===== config.mk =====
export PLATFORM = sky130hd
export DESIGN_NAME = regfile_flat
export DESIGN_NICKNAME = d
export VERILOG_FILES = /design/src/rtl/regfile_if.sv /design/src/rtl/regfile.sv /design/src/flat_wrapper.sv
export SDC_FILE = /design/constraint.sdc
export NUM_CORES = 2
export LEC_CHECK = 0
export BUFFER_PORTS_ARGS = -buffer_cell sky130_fd_sc_hd__buf_2
export CAP_MARGIN = 20
export CORE_MARGIN = 2
export CORE_UTILIZATION = 58
export CTS_CLUSTER_DIAMETER = 30
export DETAILED_ROUTE_END_ITERATION = 8
export GPL_ROUTABILITY_DRIVEN = 0
export HOLD_SLACK_MARGIN = 0.03
export PLACE_DENSITY = 0.75
export SLEW_MARGIN = 40
export SYNTH_ARGS = -nofsm -noshare
export SYNTH_HDL_FRONTEND = slang
export SYNTH_SLANG_ARGS = --single-unit
export TNS_END_PERCENT = 1

===== constraint.sdc =====
create_clock -name clk -period 4.6 [get_ports clk]
set_input_delay 1.15 -clock clk [delete_from_list [all_inputs] [get_ports clk]]
set_output_delay 1.15 -clock clk [all_outputs]
set_load 0.01 [all_outputs]

===== src/rtl/regfile_if.sv =====
// Register-file bus: one write-back port and two decode read ports.
// The master drives indices, enables and write data; the register file
// (slave) returns the combinational read data.
interface regfile_if #(
    parameter int DATA_W = 32,
    parameter int ADDR_W = 5
);
    logic              we;
    logic [ADDR_W-1:0] waddr;
    logic [DATA_W-1:0] wdata;
    logic              re1;
    logic [ADDR_W-1:0] raddr1;
    logic [DATA_W-1:0] rdata1;
    logic              re2;
    logic [ADDR_W-1:0] raddr2;
    logic [DATA_W-1:0] rdata2;

    modport master (
        output we, waddr, wdata, re1, raddr1, re2, raddr2,
        input  rdata1, rdata2
    );

    modport slave (
        input  we, waddr, wdata, re1, raddr1, re2, raddr2,
        output rdata1, rdata2
    );
endinterface


===== src/rtl/regfile.sv =====
// General-purpose register file: NREG x DATA_W storage, r0 hardwired to zero,
// synchronous write from write-back, two zero-latency read ports for decode.
// Optional feature macro: REGFILE_BYPASS_EN -- when defined, a same-cycle
// write to an enabled read address is forwarded to that read port.
// rst is asynchronous and active-low; it clears storage and the write count.
module regfile #(
    parameter int DATA_W = 32,
    parameter int ADDR_W = 5,
    parameter int NREG   = 32
) (
    input  logic        clk,
    input  logic        rst,
    regfile_if.slave    bus,
    output logic [31:0] wr_count
);

`ifdef REGFILE_BYPASS_EN
    localparam bit BYPASS = 1'b1;
`else
    localparam bit BYPASS = 1'b0;
`endif

    logic [DATA_W-1:0] mem [NREG];
    logic [31:0]       wr_cnt;
    logic              commit;

    // A write only counts when it targets a real register; r0 writes vanish.
    assign commit = bus.we && (bus.waddr != '0);

    // Storage: async clear of every entry, otherwise commit on the rising edge.
    always_ff @(posedge clk or negedge rst) begin
        if (!rst) begin
            for (int i = 0; i < NREG; i++) mem[i] <= '0;
        end else if (commit) begin
            mem[bus.waddr] <= bus.wdata;
        end
    end

    // Committed-write counter; wraps silently.
    always_ff @(posedge clk or negedge rst) begin
        if (!rst)        wr_cnt <= '0;
        else if (commit) wr_cnt <= wr_cnt + 32'd1;
    end

    assign wr_count = wr_cnt;

    // Read port 1: reset, r0, bypass, stored value, disabled -- in that order.
    always_comb begin
        bus.rdata1 = '0;
        if (!rst || bus.raddr1 == '0)
            bus.rdata1 = '0;
        else if (BYPASS && bus.re1 && commit && bus.waddr == bus.raddr1)
            bus.rdata1 = bus.wdata;
        else if (bus.re1)
            bus.rdata1 = mem[bus.raddr1];
    end

    // Read port 2: same priority as port 1, evaluated independently.
    always_comb begin
        bus.rdata2 = '0;
        if (!rst || bus.raddr2 == '0)
            bus.rdata2 = '0;
        else if (BYPASS && bus.re2 && commit && bus.waddr == bus.raddr2)
            bus.rdata2 = bus.wdata;
        else if (bus.re2)
            bus.rdata2 = mem[bus.raddr2];
    end

endmodule


===== src/flat_wrapper.sv =====
// flat-port wrapper written by rule: the top's interface ports become plain ports
module regfile_flat 
#(
    parameter int DATA_W = 32,
    parameter int ADDR_W = 5,
    parameter int NREG   = 32
)
  (clk, rst, wr_count, bus_we, bus_waddr, bus_wdata, bus_re1, bus_raddr1, bus_re2, bus_raddr2, bus_rdata1, bus_rdata2);
  regfile_if #(.DATA_W(DATA_W), .ADDR_W(ADDR_W)) bus_i ();
  input  logic clk;
  input  logic rst;
  output logic [31:0] wr_count;
  input wire logic [$bits(bus_i.we)-1:0] bus_we;
  input wire logic [$bits(bus_i.waddr)-1:0] bus_waddr;
  input wire logic [$bits(bus_i.wdata)-1:0] bus_wdata;
  input wire logic [$bits(bus_i.re1)-1:0] bus_re1;
  input wire logic [$bits(bus_i.raddr1)-1:0] bus_raddr1;
  input wire logic [$bits(bus_i.re2)-1:0] bus_re2;
  input wire logic [$bits(bus_i.raddr2)-1:0] bus_raddr2;
  output wire logic [$bits(bus_i.rdata1)-1:0] bus_rdata1;
  output wire logic [$bits(bus_i.rdata2)-1:0] bus_rdata2;
  assign bus_i.we = bus_we;
  assign bus_i.waddr = bus_waddr;
  assign bus_i.wdata = bus_wdata;
  assign bus_i.re1 = bus_re1;
  assign bus_i.raddr1 = bus_raddr1;
  assign bus_i.re2 = bus_re2;
  assign bus_i.raddr2 = bus_raddr2;
  assign bus_rdata1 = bus_i.rdata1;
  assign bus_rdata2 = bus_i.rdata2;
  regfile #(.DATA_W(DATA_W), .ADDR_W(ADDR_W), .NREG(NREG)) u_core (.clk(clk), .rst(rst), .bus(bus_i), .wr_count(wr_count));
endmodule

# Word level (Yosys, flattened, before mapping)

Index checks and enable logic that the tools add are counted.

$add $sub $neg: 1
Mux-type cells: 13
Bitwise gates (word level): 3
$lt $le $gt $ge: 4
Reductions and logical operators: 8

Operator list:

| operator                                                              | count |
|---|---|
| 1024-bit bitwise mux                                                  | 1 |
| 32-bit binary-select mux with 5-bit select                            | 2 |
| 32-bit 2-to-1 mux                                                     | 9 |
| 32-bit demux with 5-bit select                                        | 1 |
| 32-bit by 1-bit adder with 32-bit output (second input constant)      | 1 |
| 6-bit >= comparator (second input constant)                           | 3 |
| 5-bit inverter with 6-bit output                                      | 3 |
| 5-bit logical NOT                                                     | 2 |
| 6-bit by 1-bit < comparator with 1-bit output (second input constant) | 1 |
| 5-bit nonzero test                                                    | 1 |
| 1-bit logical AND                                                     | 2 |
| 1-bit logical OR                                                      | 2 |
| 1-bit logical NOT                                                     | 1 |

Output and inout bits: 96
Word-level logic and storage cells: 62
Register bits after elaboration: 1,056

# Logic depth before layout (Yosys ltp)

Depth in word-level cells: 6
Depth in mapped cells: 9
Mapped depth without buffers: 6

# Worst setup path after synthesis

No wires, ideal clock.

Path type: input to output
From: input bus_raddr1[0]
To: output bus_rdata1[15]
Buffers on the path: 3
Cell stages on the path: 8
Required time: 3.450 ns
Arrival time: 2.671 ns
Setup slack: 0.779 ns
Cells stage by stage: buf_2 buf_6 buf_2 mux4_2 nand2_1 nand2_1 a211oi_1 a21oi_1

Word-level cells in the longest chain between the ends: 6
Elaborated cells between the ends (all ways): 8
Those cells by class: 5 x mux; 1 x bitwise; 2 x reduce/logical

RTL lines:

| item                                                   | line               | text |
|---|---|---|
| from (decl)                                            | flat_wrapper.sv:17 | `input wire logic [$bits(bus_i.raddr1)-1:0] bus_raddr1;` |
| 5-bit inverter with 6-bit output (not written as such) | regfile.sv:55      | `bus.rdata1 = mem[bus.raddr1];` |
| 32-bit binary-select mux with 5-bit select             | regfile.sv:55      |  |
| 32-bit 2-to-1 mux (not written as such) (2 in series)  | regfile.sv:55      |  |
| 32-bit 2-to-1 mux                                      | regfile.sv:54      | `else if (bus.re1)` |
| 32-bit 2-to-1 mux *                                    | regfile.sv:50      | `if (!rst \|\| bus.raddr1 == '0)` |
| to (decl)                                              | flat_wrapper.sv:20 | `output wire logic [$bits(bus_i.rdata1)-1:0] bus_rdata1;` |

Mark *: on every way between the ends. The rest lies on a longest branch, timed or not. The select of a mux whose other input is x is not followed.

# Worst setup path in the final report

From: input bus_raddr2[1]
To: output bus_rdata2[24]

Word-level cells in the longest chain between the ends: 6
Elaborated cells between the ends (all ways): 8
Those cells by class: 5 x mux; 1 x bitwise; 2 x reduce/logical

RTL lines:

| item                                                   | line               | text |
|---|---|---|
| from (decl)                                            | flat_wrapper.sv:19 | `input wire logic [$bits(bus_i.raddr2)-1:0] bus_raddr2;` |
| 5-bit inverter with 6-bit output (not written as such) | regfile.sv:66      | `bus.rdata2 = mem[bus.raddr2];` |
| 32-bit binary-select mux with 5-bit select             | regfile.sv:66      |  |
| 32-bit 2-to-1 mux (not written as such) (2 in series)  | regfile.sv:66      |  |
| 32-bit 2-to-1 mux                                      | regfile.sv:65      | `else if (bus.re2)` |
| 32-bit 2-to-1 mux *                                    | regfile.sv:61      | `if (!rst \|\| bus.raddr2 == '0)` |
| to (decl)                                              | flat_wrapper.sv:21 | `output wire logic [$bits(bus_i.rdata2)-1:0] bus_rdata2;` |

Marks and branches as above.

==> flow_summary.json <==
{
  "core_area_um2": 96570,
  "ff2ff_path_depth": 5,
  "drv_cap": 0,
  "cts_buffers": 216,
  "drc_errors": 0,
  "clk_pin_slew_ns": 0.05,
  "portBuffers": 147,
  "r2r-start": "u_core.wr_count[10]",
  "fillCellCount": 6341,
  "cts-root-buf": "clkbuf_16",
  "clock-sinks": 1056,
  "total_power_uw": 34480,
  "reg2reg_to": "u_core.wr_count[25]",
  "grt_overflow": 0,
  "synth-edff-count": 0,
  "final-setup-viol-count": 0,
  "area_growth_pct": 20.21,
  "path_class": "in -> out",
  "maxSlewViolCount": 0,
  "die-area_um2": 99830,
  "cp_max_fo": 24,
  "cp.arrival_ns": 3.45,
  "finalNetCount": 4409,
  "clockBufferDepth": 3,
  "hold_slack_ns": 0.3902,
  "die_w_um": 316.0,
  "antenna_found_initial": 15,
  "post-cts-setup-buffers": 0,
  "fmax_ghz": 0.2176,
  "drt-total-wl_mm": 185.9,
  "hold_depth": 0,
  "htree_num_levels": 4,
  "avgSynthCellArea_um2": 13.50,
  "via_per_inst": 6.974,
  "grt_pass1_wl_mm": 276.3,
  "hold_path.class": "reg -> reg",
  "cts_hold_buf": 0,
  "synth_nets": 4235,
  "leakagePower_uw": 0.03084,
  "track_usage": 0.3772,
  "async_flop_share": 1.000,
  "r2r_slack_ns": 2.64,
  "ant_nets": 0,
  "status": "completed",
  "wire_per_inst_um": 31.88,
  "peakVddDrop_v": 0.0004150,
  "cp-end-kind": "primary output",
  "layout-drive-gt1-share": 0.4761,
  "period_share": 0.9992,
  "slew_headroom": 0.4409,
  "die_h_um": 316.0,
  "netlist_area_um2": 56440,
  "cp.required_ns": 3.45,
  "synth_cell_types": 47,
  "yosys_register_bits": 1056,
  "synth_top_area_frac": 0.4682,
  "first_pass_iters": 5,
  "tightestPinTransition_ns": 0.8367,
  "min-delay-start": "u_core.mem[1013]",
  "synth_flop_cell": "dfrtp_1",
  "fin_skew_ns": 0.007852,
  "synth_warnings": 0,
  "drt_first_iter_violations": 4715,
  "yosysTopAreaCell": "dfrtp_1",
  "synth_area_leaders": "dfrtp_1, mux2_2, mux4_2",
  "fin_crit_ns": 4.596,
  "via_count": 40660,
  "grt_max_degree": 163,
  "initial_utilization": 0.5845,
  "rsz0062_at_grt": "no",
  "hpwl_mm": 113.9,
  "clk-insertion-delay-late_ns": 0.81,
  "syn_inst": 4182,
  "critPathLaunchType": "input pin",
  "std_cell_rows": 114,
  "finalHoldViolCount": 0,
  "powerDensity_nw_per_um2": 508.2,
  "grt_pass1_vias": 42490,
  "cts_tree": "yes",
  "ys_seq_area_frac": 0.4682,
  "pin_count": 148,
  "min_to": "u_core.mem[1013]"
}
==> routing by layer <==
metal	vias to the layer above	wire [um]	global-route usage
met4	12	11980	0.2319
met5	-	71	0
met2	2597	84300	0.5655
li1	16220	-	-
met3	733	20100	0.1124
met1	21100	69410	0.4857
==> worst max path at each step <==
stage	slack [ns]	cells past startpoint	startpoint	endpoint
after floorplan	0.78	8	bus_raddr1[0]	bus_rdata1[15]
after global placement	0.05	8	bus_raddr2[1]	bus_rdata2[20]
after detailed placement	-0.11	8	bus_raddr2[1]	bus_rdata2[20]
after CTS	0.06	8	bus_raddr2[1]	bus_rdata2[20]
after global routing	0.03	10	bus_raddr1[1]	bus_rdata1[1]
final	0.004	6	bus_raddr2[1]	bus_rdata2[24]
==> logic make-up after synthesis <==
logic type	Yosys count	synth area share
AO/OA/AOI/OAI	454	0.05440
XOR/XNOR	31	0.004810
adder cells (fa/ha/maj)	1	0.0002216
buffers and inverters	457	0.03647
flip-flops	1056	0.4682
multiplexers	1732	0.4019
AND/OR/NAND/NOR	451	0.03403
==> state kept, by name, indices dropped and copies added, names as in the netlist <==
register	cells
u_core.mem	1024
u_core.wr_count	32
==> worst max-delay path: stages <==
cell     delay, ns
buf_8         0.26
buf_4         0.40
mux4_2        0.54
o21ai_0       0.50
a31oi_1       0.33
buf_2         0.23
==> final cells by class <==
class	instances	area (um^2)	area share
multi-input cells	2669	28190	0.4154
flip-flops and latches	1056	26430	0.3895
clock buffers	269	5904	0.08702
repair buffers	411	3751	0.05528
clock inverters	138	1956	0.02882
well taps	1276	1597	0.02353
diodes	9	22.52	0.0003319
inverters	2	10.01	0.0001475
==> repair_timing <==
action,4_1_cts,5_1_grt
pin swaps,0,0
setup endpoints to repair,1,1
gates resized for setup,1,1
==> report_power, final <==
group | switching (uW) | leakage (uW) | internal, uW | total, uW
logic | 2350 | 0.0135 | 3070 | 5420
registers | 1400 | 0.0136 | 11000 | 12500
clock network | 5510 | 0.00378 | 11100 | 16600
==> per-stage QoR <==
stage | std cells | setup WS [ns] | TNS [ns] | util | area, um^2
after floorplan | 4182 | 0.7788 | 0 | - | 56440
after global placement | 5408 | 0.05033 | 0 | 0.6191 | 59780
after detailed placement | 5411 | -0.1055 | -0.1055 | 0.6202 | 59890
after CTS | 5818 | 0.05551 | 0 | 0.7016 | 67750
after global routing | 5828 | 0.02550 | 0 | 0.7026 | 67850
final | 5830 | 0.003532 | 0 | 0.7026 | 67850
==> Yosys cell counts (all sizes together), types with 2 or more instances <==
| cell type | number |
|---|---|
| nor2 | 64 |
| xor2 | 10 |
| nand3 | 8 |
| nor3b | 5 |
| inv | 2 |
| o211ai | 34 |
| nand3b | 4 |
| mux4 | 328 |
| nand2 | 313 |
| nor4 | 5 |
| dfrtp | 1056 |
| a221oi | 26 |
| clkbuf | 201 |
| and4 | 2 |
| nor2b | 7 |
| mux2 | 994 |
| and2 | 5 |
| nand4b | 3 |
| mux2i | 410 |
| a311oi | 26 |
| a21oi | 114 |
| nor3 | 7 |
| buf | 254 |
| and3 | 12 |
| o21ai | 26 |
| a31oi | 47 |
| a22oi | 140 |
| o2111ai | 2 |
| a211oi | 36 |
| xnor2 | 21 |
| nand4 | 11 |
==> cells in the final DEF (no fill, tap or decap), drive strengths merged, types with 5 or more instances in the layout <==
cell      netlist  final
a211oi         36     36
a21oi         114    114
a221oi         26     26
a22oi         140    140
a311oi         26     26
a31oi          47     47
and2            5      5
and3           12     12
buf           254    411
bufinv          0     35
clkbuf        201    269
clkinv          0     61
clkinvlp        0     27
dfrtp        1056   1056
diode           0      9
inv             2     17
mux2          994    994
mux2i         410    410
mux4          328    328
nand2         313    313
nand3           8      8
nand4          11     11
nor2           64     64
nor2b           7      7
nor3            7      7
nor3b           5      5
nor4            5      5
o211ai         34     34
o21ai          26     26
xnor2          21     21
xor2           10     10
Power figures use the tool's default switching activity.
